===== src/rtl/freq_meter.sv =====
`default_nettype none
// ============================================================================
//  Module      : freq_meter
//  Description : Gated frequency counter. Counts synchronized rising edges of
//                an asynchronous input over back-to-back windows of exactly
//                FREQUENCY_IN / GATE_HZ clock cycles. Reports edges x GATE_HZ
//                in Hz, saturating to all ones on overflow.
//  Revision    : 1.0 - initial release
// ============================================================================
module freq_meter #(
  parameter int FREQUENCY_IN = 50_000_000,
  parameter int GATE_HZ      = 1,
  parameter int COUNT_WIDTH  = 32,
  parameter int SYNC_STAGES  = 2
) (
  input  logic                   Clk,
  input  logic                   Reset,
  input  logic                   SignalIn,
  input  logic                   Enable,
  output logic [COUNT_WIDTH-1:0] Frequency,
  output logic                   Valid,
  output logic                   Overflow,
  output logic                   NoSignal
);

  // Window length in Clk cycles and the derived counter widths.
  localparam int GATE_CYCLES = FREQUENCY_IN / GATE_HZ;
  localparam int GATE_WIDTH  = (GATE_CYCLES > 2) ? $clog2(GATE_CYCLES) : 1;
  // Wide enough that edges x GATE_HZ can never wrap before the range check.
  localparam int PROD_WIDTH  = COUNT_WIDTH + $clog2(GATE_HZ) + 1;

  localparam logic [GATE_WIDTH-1:0]  GATE_LAST = GATE_WIDTH'(GATE_CYCLES - 1);
  localparam logic [COUNT_WIDTH-1:0] COUNT_MAX = '1;
  localparam logic [PROD_WIDTH-1:0]  HZ_WIDE   = PROD_WIDTH'(GATE_HZ);

  // Parameter sanity: an unusable configuration must not elaborate.
  generate
    if (GATE_CYCLES < 2) begin : g_err_gate
      $error("_ERROR_GATE_TOO_SHORT_");
    end
    if (SYNC_STAGES < 2) begin : g_err_sync
      $error("_ERROR_SYNC_TOO_SHALLOW_");
    end
  endgenerate

  typedef enum logic [0:0] {
    IDLE  = 1'b0,
    COUNT = 1'b1
  } state_t;

  state_t                   state;
  state_t                   state_next;
  logic [GATE_WIDTH-1:0]    gate;
  logic [GATE_WIDTH-1:0]    gate_next;
  logic [COUNT_WIDTH-1:0]   edges;
  logic [COUNT_WIDTH-1:0]   edges_next;
  logic                     sat;
  logic                     sat_next;

  logic [SYNC_STAGES-1:0]   sync_chain;
  logic                     sync_prev;
  logic                     sync_out;
  logic                     rise;

  logic                     edges_full;
  logic [COUNT_WIDTH-1:0]   edges_sum;
  logic                     sat_sum;
  logic [PROD_WIDTH-1:0]    product;
  logic                     over;
  logic                     window_close;

  // Metastability chain plus previous-sample register; free-running in every state.
  always_ff @(posedge Clk) begin
    if (!Reset) begin
      sync_chain <= '0;
      sync_prev  <= 1'b0;
    end else begin
      sync_chain <= {sync_chain[SYNC_STAGES-2:0], SignalIn};
      sync_prev  <= sync_chain[SYNC_STAGES-1];
    end
  end

  assign sync_out = sync_chain[SYNC_STAGES-1];
  assign rise     = sync_out & ~sync_prev;

  // Edge count including this cycle's edge; the counter sticks at all ones
  // and remembers that it did so, which forces Overflow for the window.
  assign edges_full = (edges == COUNT_MAX);
  assign edges_sum  = (rise && !edges_full) ? edges + 1'b1 : edges;
  assign sat_sum    = sat | (rise & edges_full);

  // Scaled result and range check, only consumed when the window closes.
  assign product = PROD_WIDTH'(edges_sum) * HZ_WIDE;
  assign over    = sat_sum | (|product[PROD_WIDTH-1:COUNT_WIDTH]);

  // State, gate counter and edge counter registers.
  always_ff @(posedge Clk) begin
    if (!Reset) begin
      state <= IDLE;
      gate  <= '0;
      edges <= '0;
      sat   <= 1'b0;
    end else begin
      state <= state_next;
      gate  <= gate_next;
      edges <= edges_next;
      sat   <= sat_next;
    end
  end

  // Window sequencing: idle hold, counting, window close and abort.
  always_comb begin
    state_next   = state;
    gate_next    = gate;
    edges_next   = edges;
    sat_next     = sat;
    window_close = 1'b0;
    case (state)
      IDLE: begin
        gate_next  = '0;
        edges_next = '0;
        sat_next   = 1'b0;
        if (Enable) begin
          state_next = COUNT;
        end
      end
      COUNT: begin
        if (!Enable) begin
          // Abort: partial window is thrown away, results untouched.
          state_next = IDLE;
          gate_next  = '0;
          edges_next = '0;
          sat_next   = 1'b0;
        end else if (gate == GATE_LAST) begin
          // Close and restart in the same cycle so windows abut exactly.
          window_close = 1'b1;
          gate_next    = '0;
          edges_next   = '0;
          sat_next     = 1'b0;
        end else begin
          gate_next  = gate + 1'b1;
          edges_next = edges_sum;
          sat_next   = sat_sum;
        end
      end
      default: begin
        state_next = IDLE;
        gate_next  = '0;
        edges_next = '0;
        sat_next   = 1'b0;
      end
    endcase
  end

  // Result registers, loaded at window close; Valid marks the update cycle.
  always_ff @(posedge Clk) begin
    if (!Reset) begin
      Frequency <= '0;
      Valid     <= 1'b0;
      Overflow  <= 1'b0;
      NoSignal  <= 1'b0;
    end else begin
      Valid <= window_close;
      if (window_close) begin
        Frequency <= over ? COUNT_MAX : product[COUNT_WIDTH-1:0];
        Overflow  <= over;
        NoSignal  <= (edges_sum == '0);
      end
    end
  end

endmodule
`default_nettype wire


===== config.mk =====
export PLATFORM = sky130hd
export DESIGN_NAME = freq_meter
export DESIGN_NICKNAME = d
export VERILOG_FILES = /design/src/rtl/freq_meter.sv
export SDC_FILE = /design/constraint.sdc
export NUM_CORES = 1
export LEC_CHECK = 0
export ABC_AREA = 1
export CAP_MARGIN = 20
export CORE_UTILIZATION = 63
export DETAILED_ROUTE_END_ITERATION = 8
export DONT_BUFFER_PORTS = 1
export PLACE_DENSITY = 0.79
export SETUP_SLACK_MARGIN = 0.05
export SLEW_MARGIN = 5
export SYNTH_ARGS = -nofsm -noshare
export SYNTH_HDL_FRONTEND = slang
export SYNTH_SLANG_ARGS = --single-unit

===== constraint.sdc =====
create_clock -name Clk -period 2.75 [get_ports Clk]
set_input_delay 0.275 -clock Clk [delete_from_list [all_inputs] [get_ports Clk]]
set_output_delay 0.275 -clock Clk [all_outputs]
set_load 0.03 [all_outputs]

Yosys cells after proc, flatten, opt, wreduce, memory -nomap -nowiden:

Index checks and enable logic that the tools add are counted.

* register bits after elaboration: 98
* input bits: 4
* output and inout bits: 35
* logic and storage cells: 37

* add/subtract/negate cells: 2
* equality and inequality tests: 2
* mux-type cells: 15
* bitwise logic cells: 5
* reductions and logical operators: 3

Operators with widths (number)
* $mux 32: 4
* $pmux 32 s2: 1
* $mux 26: 2
* $pmux 26 s2: 1
* $add 32x1->32 const B: 1
* $eq 32x32->1 const B: 1
* $logic_not 32->1: 1
* $add 26x1->26 const B: 1
* $eq 26x26->1 const B: 1
* $mux 1: 6
* $and 1x1->1: 2
* $not 1->1: 2
* $pmux 1 s2: 1
* $logic_and 1x1->1: 1
* $logic_not 1->1: 1
* $or 1x1->1: 1

Longest topological paths before layout:

Gate-level depths: netlist of run 1.

* depth in word-level cells: 7
* depth in mapped cells: 16
* mapped depth without buffers: 16

Worst setup path after synthesis of run 1:

Ideal clock, no wire load.

* path kind: register -> register
* start point: reg gate[0]
* end point: reg gate[24]
* library setup time: 0.120 ns
* arrival: 1.787 ns
* required time: 2.630 ns
* setup slack: 0.843 ns
* stages on the path, launching flop included: 15
* buffers on the path: 0
* clock period less this slack: 1.907 ns
* cells stage by stage: dfxtp_1 -> ha_1 -> nand2_1 -> inv_1 -> nand3_1 -> inv_2 -> nand3_1 -> nor2_1 -> nand2_1 -> nor2_2 -> nand3_1 -> nor3_2 -> nand2_1 -> o21ai_0 -> a21oi_1

* word-level cells in the longest chain between the ends: 4
* elaborated cells between the ends (all ways): 5
* those cells by class: add/sub (1); eq/ne (1); mux (3)

RTL lines
* start: declaration: RTL line 53 `logic [GATE_WIDTH-1:0] gate;`
* start signal: assignment: RTL line 105 `gate <= gate_next;`
* $add 26x1->26 / $eq 26x26->1 (equally long branches): RTL line 141, 134
* $mux 26 *: RTL line 134 `end else if (gate == GATE_LAST) begin`
* $mux 26 *: RTL line 128 `if (!Enable) begin`
* $pmux 26 s2 *: RTL line 118 `case (state)`

Every way passes the cells marked *; elsewhere a longest branch is shown, timed or not.
A chain may end at the register's enable or synchronous reset.

Worst setup path after layout of run 1:

* start point: reg edges[0]
* end point: reg NoSignal

* word-level cells in the longest chain between the ends: 5
* elaborated cells between the ends (all ways): 6
* those cells by class: add/sub (1); eq/ne (1); mux (1); reduce/logical (3)

RTL lines
* start: declaration: RTL line 55 `logic [COUNT_WIDTH-1:0] edges;`
* start signal: assignment: RTL line 106 `edges <= edges_next;`
* parallel branches: the longest is 3 deep, another holds $add 32x1->32
* $mux 32 *: RTL line 89 `assign edges_sum = (rise && !edges_full) ? edges + 1'b1 : edges;`
* $logic_not 32->1 *: RTL line 167 `NoSignal <= (edges_sum == '0);`
* end signal: assignment: RTL line 167
* end: declaration: RTL line 23 `output logic NoSignal`

Mark *: on every way between the ends.

==> results.md, run 1 <==
- Status: completed
- Largest net degree at the start of global routing: 41
- Worst-path fanout max: 28
- Global-route wire length before repair: 17000 microns
- Sequential Power Share: 59.7%
- Commonest non-fill, non-tap cell in the layout: nand2_1
- # rows: 31
- Placed wire-length estimate: 7570 microns
- H-tree levels: 3
- Die footprint: 7750 sq um
- Syn nets: 678
- Peak supply drop: 293 uV
- Via/cell ratio: 5.43
- Most used cell, CP: nand2_1
- Layout cells sized above 1: 8.71%
- CP max stage cell: dfxtp_1
- Data required, critical path: 3.05 ns
- Layout area overhead: 6.44%
- Crit path cell chain: ha_1, inv_1, nor2_1, nand2_2, nor2_8, nand3_4, nand2_1, nand2_1, nand2_1, nand2_1, nor2_1, nand3_1, nor2_1, nand2_1, a21oi_2
- Placed cell count: 758
- Avg Inst Size Synth: 6.94 sq um
- Register area share after synthesis: 42.1%
- Grt ovf: 0
- # resized after CTS: 0
- Hold_ws: 0.0157 ns
- Least-Margin Pin Slew: 0.504 ns
- FF-to-FF setup slack: 0.35 ns
- Residual DRC count: 0
- Cell area after synthesis: 4660 sq um
- DRT Pass-1 Iters: 5
- Final core utilization: 68.8%
- Most frequent cells in the layout: 149 x nand2_1, 104 x nor2_1, 98 x dfxtp_1
- Total CTS buffers: 9
- Final std cells w/o fill: 776
- Switching power: 0.000524 W
- Core Box Area: 7210 sq um
- Worst Skew: 0.0110 ns
- CTS tree: done
- Die X: 88.0 microns
- Initial antenna violation count: 0
- Largest area contributor in the netlist: dfxtp_1
- Post-route ant nets: 0
- Crit path max-delay family: simple AND/OR/NAND/NOR gates
- Internal Power: 0.00186 W
- Share of the synthesized area in the top cell type: 42.1%
- Post-synthesis register bit count: 98
- Worst Setup End Kind: flop
- Synthesis Warnings: 0
- Power Dens Cells: 480 nW/um^2
- Root cell of the clock tree: clkbuf_8
- Slew margin rel.: 66.1%
- Count of pins over their slew limit: 0
- Longest Clk Path Bufs: 2
- TritonCTS Sinks: 98
- Nets: 678
- Total GRT Usage: 28.0%
- Via count: 4213
- Initial Util: 64.7%
- Maximum Capacitance Violations: 0
- CP Buf/Inv Count: 1
- Comb power frac: 1.1%
- WP data arrival: 2.70 ns
- Tmin final: 2.40 ns
- WL/cell: 13.3 microns
- Hold Fails Final Rpt: 0
- Die H: 88.0 microns
- RSZ-0062 raised after global routing: false
- Total Wirelength: 10300 microns
- Top Ports: 39
- Initial detailed-routing violation count: 241
- Clock Power Share: 39.2%
- Finish-stage setup viols: 0
- Post-synthesis cell type count: 40
- Switching power share of the total: 22.0%
- Clock Latency Late Sink: 0.36 ns
- Setup TNS: 0 ns
- Max Fclk: 0.416 GHz
- I/O Buffers: 0
- Number of global-route vias before repair: 3878
- Fill cells: 631
- # diodes: 0
- Worst min path class: primary input to flop
- WS Path Type: flop to flop
- Period utilisation layout: 87.4%
- Synth area leaders: dfxtp_1 42%, nand2_1 12%, nor2_1 8.4%
- Worst setup SP type: flop
- Leakage: 1.92 nW
- Syn Inst Count: 672
- RePlAce Congestion: 0.973
- CP max stage delay: 0.38 ns
- Clk pin slew, worst setup/hold paths: 0.09 ns
[metal layers]
layer | share of wire, % | GRT usage [%]
met5 | 0 | 0
met4 | 3.6 | 14.5
met3 | 4.7 | 6.41
met2 | 49 | 49.7
met1 | 42 | 31.2
[timing repair]
action	in CTS	in global routing
hold buffers	2	0
setup buffers	0	0
endpoints found under the hold margin	2	0
[sequential cells by signal (all words and copies together) (netlist names)]
name and count:
sync_prev 1, edges 32, Overflow 1, sync_chain 2
Frequency 32, state 1, Valid 1, sat 1
NoSignal 1, gate 26
[cells in the mapped netlist (all sizes together)]
library cell / instances
nand3b: 3
nor2: 117
and2: 1
o221ai: 1
clkbuf: 12
xor2: 12
nand3: 55
nand2: 161
o21ai: 35
buf: 6
dfxtp: 98
a221oi: 1
clkinv: 1
xnor2: 4
nor3: 16
a21oi: 43
a21o: 1
ha: 2
inv: 79
nor4: 1
o21a: 3
or2: 3
nand4: 11
o211ai: 5
a31oi: 1
[cell type report]
cell class                 instances  area (sq um)  share of cell area, %
timing repair buffer               7          57.6                   1.16
tap                               99           124                   2.49
clock inverter                     7          77.6                   1.56
clock buffer                       9           124                   2.49
multi-input combinational        476          2320                   46.7
inverter                          80           300                   6.05
sequential                        98          1960                   39.5
[kinds of logic after synthesis]
| logic type | synth area share (%) |
|---|---|
| AND/OR/NAND/NOR | 35.5 |
| buffers and inverters | 8.32 |
| flip-flops | 42.1 |
| AO/OA/AOI/OAI | 10.4 |
| XOR/XNOR | 3.17 |
| adder cells (fa/ha/maj) | 0.536 |
[path summary, 6_finish.rpt]
path                             from                  endpoint  cells after the start
min reg2reg  sync_chain[0]$_SDFF_PN0_  sync_chain[1]$_SDFF_PN0_                      2
max reg2reg       edges[0]$_SDFF_PP0_     NoSignal$_SDFFE_PN0P_                     15
min                             Reset  sync_chain[0]$_SDFF_PN0_                      2
max               edges[0]$_SDFF_PP0_     NoSignal$_SDFFE_PN0P_                     15
[worst reg2reg max path: stages, from the launching register on]
cell and delay [ns]:
dfxtp_1 0.38, ha_1 0.18, inv_1 0.06, nor2_1 0.19, nand2_2 0.12, nor2_8 0.18, nand3_4 0.27, nand2_1 0.14
nand2_1 0.06, nand2_1 0.10, nand2_1 0.09, nor2_1 0.16, nand3_1 0.11, nor2_1 0.12, nand2_1 0.08, a21oi_2 0.12
[per-stage QoR]
step | instance area [sq um] | total power, W | setup WS (ns)
6_report | 4960 | 0.00238 | 0.348
5_1_grt | 4960 | 0.00246 | 0.0918
4_1_cts | 4960 | 0.00241 | 0.346
3_5_place_dp | 4740 | 0.00148 | 0.406
3_3_place_gp | 4740 | 0.00148 | 0.504
2_1_floorplan | 4660 | 0.00148 | 0.843
[power by group through the flow]
stage          Combinational [W]  Sequential [W]  Clock (W)
6_report               0.0000262         0.00142   0.000935
2_1_floorplan          0.0000230         0.00145          0
5_1_grt                0.0000291         0.00142    0.00101
4_1_cts                0.0000263         0.00142   0.000961
3_3_place_gp           0.0000233         0.00146          0
3_5_place_dp           0.0000238         0.00146          0
Power figures use the tool's default switching activity.
==> run 2, diff against run 1 <==
- CORE_UTILIZATION: 63 -> 66
- PLACE_DENSITY: 0.79 -> 0.82
- clock period: 2.75 -> 2.9 ns (I/O delays scaled with it)
==> run 2 against run 1 <==
  * Sequential share of layout area increased by 0.17 points
  * Total power decreased by 2.3%
  * Via count decreased by 1.1%
  * Clock-buffer cell count unchanged
  * Worst setup slack improved by 0.0083 ns
  * Clock skew increased by 0.0036 ns
  * Hold slack improved by 0.0057 ns
  * Fmax decreased by 5.6%
==> results.md, run 2 (synthesis gave the netlist of run 1 again) <==
- Via count: 4166 (-1.1%)
- Worst-path fanout max: 17 (-39%)
- Slew margin rel.: 57.2% (-8.9 points)
- # diodes: 0 (unchanged)
- Worst setup SP type: flop
- Largest net degree at the start of global routing: 41 (unchanged)
- Nets: 675 (-0.44%)
- Worst Setup End Kind: flop
- Number of global-route vias before repair: 3998 (+3.1%)
- WP data arrival: 2.80 ns (+0.10 ns)
- Setup TNS: 0 ns (unchanged)
- CP max stage cell: nor2_2
- Layout cells sized above 1: 8.47% (-0.25 points)
- # resized after CTS: 0 (unchanged)
- Layout area overhead: 5.98%
- Data required, critical path: 3.15 ns (+0.10 ns)
- Most frequent cells in the layout: 149 x nand2_1, 104 x nor2_1, 98 x dfxtp_1
- Initial antenna violation count: 0 (unchanged)
- Maximum Capacitance Violations: 0 (unchanged)
- Peak supply drop: 302 uV (+3.2%)
- DRT Pass-1 Iters: 6 (+1)
- Least-Margin Pin Slew: 0.642 ns (+0.138 ns)
- Placed wire-length estimate: 7810 microns (+3.2%)
- Period utilisation layout: 87.7% (+0.37 points)
- # rows: 30 (-3.2%)
- Biggest regs: Frequency (32), edges (32), gate (26)
- Crit path cell chain: ha_1, nand2_1, inv_1, nand3_1, nor2_1, nand3_1, nor2_2, inv_2, nor2_2, buf_4, nand3_1, o211ai_1, inv_1
- Top Ports: 39 (unchanged)
- Crit path max-delay family: simple AND/OR/NAND/NOR gates
- Worst min path class: primary input to flop
- Status: completed
- WL/cell: 13.8 microns (+3.5%)
- Total GRT Usage: 30.6% (+2.7 points)
- Finish-stage setup viols: 0 (unchanged)
- I/O Buffers: 0 (unchanged)
- Residual DRC count: 0 (unchanged)
- H-tree levels: 3 (unchanged)
- Die X: 86.1 microns (-2.2%)
- CTS tree: done
- CP Buf/Inv Count: 4 (+3)
- Tmin final: 2.54 ns (+0.142 ns)
- Initial detailed-routing violation count: 243 (+0.83%)
- Leakage: 1.92 nW (-0.16%)
- Setup Fix Bufs, Post-CTS: 0 (unchanged)
- Root cell of the clock tree: clkbuf_8
- Longest Clk Path Bufs: 2 (unchanged)
- Global-route wire length before repair: 17900 microns (+5.3%)
- Hold Fails Final Rpt: 0 (unchanged)
- Die footprint: 7410 sq um (-4.4%)
- Power Dens Cells: 471 nW/um^2 (-1.9%)
- Max Fclk: 0.393 GHz (-5.6%)
- Via/cell ratio: 5.42 (-0.22%)
- RSZ-0062 raised after global routing: false
- Core Box Area: 6790 sq um (-5.8%)
- Most used cell, CP: nand3_1
- Total Wirelength: 10600 microns (+2.6%)
- Count of pins over their slew limit: 0 (unchanged)
- WS Path Type: flop to flop
- Clock Latency Late Sink: 0.36 ns (about the same)
- Commonest non-fill, non-tap cell in the layout: nand2_1
- Final Total Pwr: 0.00233 W (-2.3%)
- Total CTS buffers: 9 (unchanged)
- Grt ovf: 0 (unchanged)
- CP max stage delay: 0.49 ns (+0.11 ns)
- Hold_buf cts: 0 (-2)
- Initial Util: 68.7% (+4.0 points)
- TritonCTS Sinks: 98 (unchanged)
- RePlAce Congestion: 0.933 (-4.1%)
- Die H: 86.1 microns (-2.2%)
- Clk pin slew, worst setup/hold paths: 0.09 ns (about the same)
- Post-route ant nets: 0 (unchanged)
- Worst Skew: 0.0146 ns (+0.00358 ns)
run 2: per-layer routing:
metal	vias to the layer above	share of wire, %	track usage, %
met4	0	3.1	15.6
met3	23	4.6	5.29
met5	-	0	0
met1	1885	44	36.7
met2	115	49	52.7
li1	2143	-	-
run 2: where the power goes:
part           switching [W]  internal, W
logic              0.0000175   0.00000565
registers         0.00000105      0.00135
clock network       0.000471     0.000485
run 2: through the flow:
stage	setup slack, ns	instances	utilization, %	cell area (sq um)	hold WS [ns]
2_1_floorplan	0.993	672	-	4660	0.383
3_3_place_gp	0.490	754	69.7	4730	0.390
3_5_place_dp	0.402	754	69.7	4730	0.391
4_1_cts	0.366	769	72.8	4940	0.0143
5_1_grt	0.100	769	72.8	4940	0.0280
6_report	0.356	769	72.8	4940	0.0213
run 2: area by class of cell:
cell class / count / area [sq um]
clock buffers: 9 / 124
well taps: 96 / 120
multi-input cells: 476 / 2320
clock inverters: 6 / 87.6
repair buffers: 4 / 30.0
fillers: 584 / 1850
inverters: 80 / 300
flip-flops and latches: 98 / 1960
run 2: final timing paths:
kind | from | end | slack [ns] | depth (start not counted)
max | gate[0]$_SDFF_PP0_ | Frequency[23]$_SDFFE_PN0P_ | 0.36 | 13
min | Enable | state$_SDFF_PN0_ | 0.02 | 2
max reg2reg | gate[0]$_SDFF_PP0_ | Frequency[23]$_SDFFE_PN0P_ | 0.36 | 13
min reg2reg | sync_chain[1]$_SDFF_PN0_ | sync_prev$_SDFF_PN0_ | 0.43 | 2
run 2: worst register-to-register path: stages, from the launching register on:
cell      delay [ns]
dfxtp_1         0.36
ha_1            0.17
nand2_1         0.06
inv_1           0.08
nand3_1         0.18
nor2_1          0.14
nand3_1         0.14
nor2_2          0.15
inv_2           0.05
nor2_2          0.49
buf_4           0.37
nand3_1         0.11
o211ai_1        0.10
inv_1           0.05
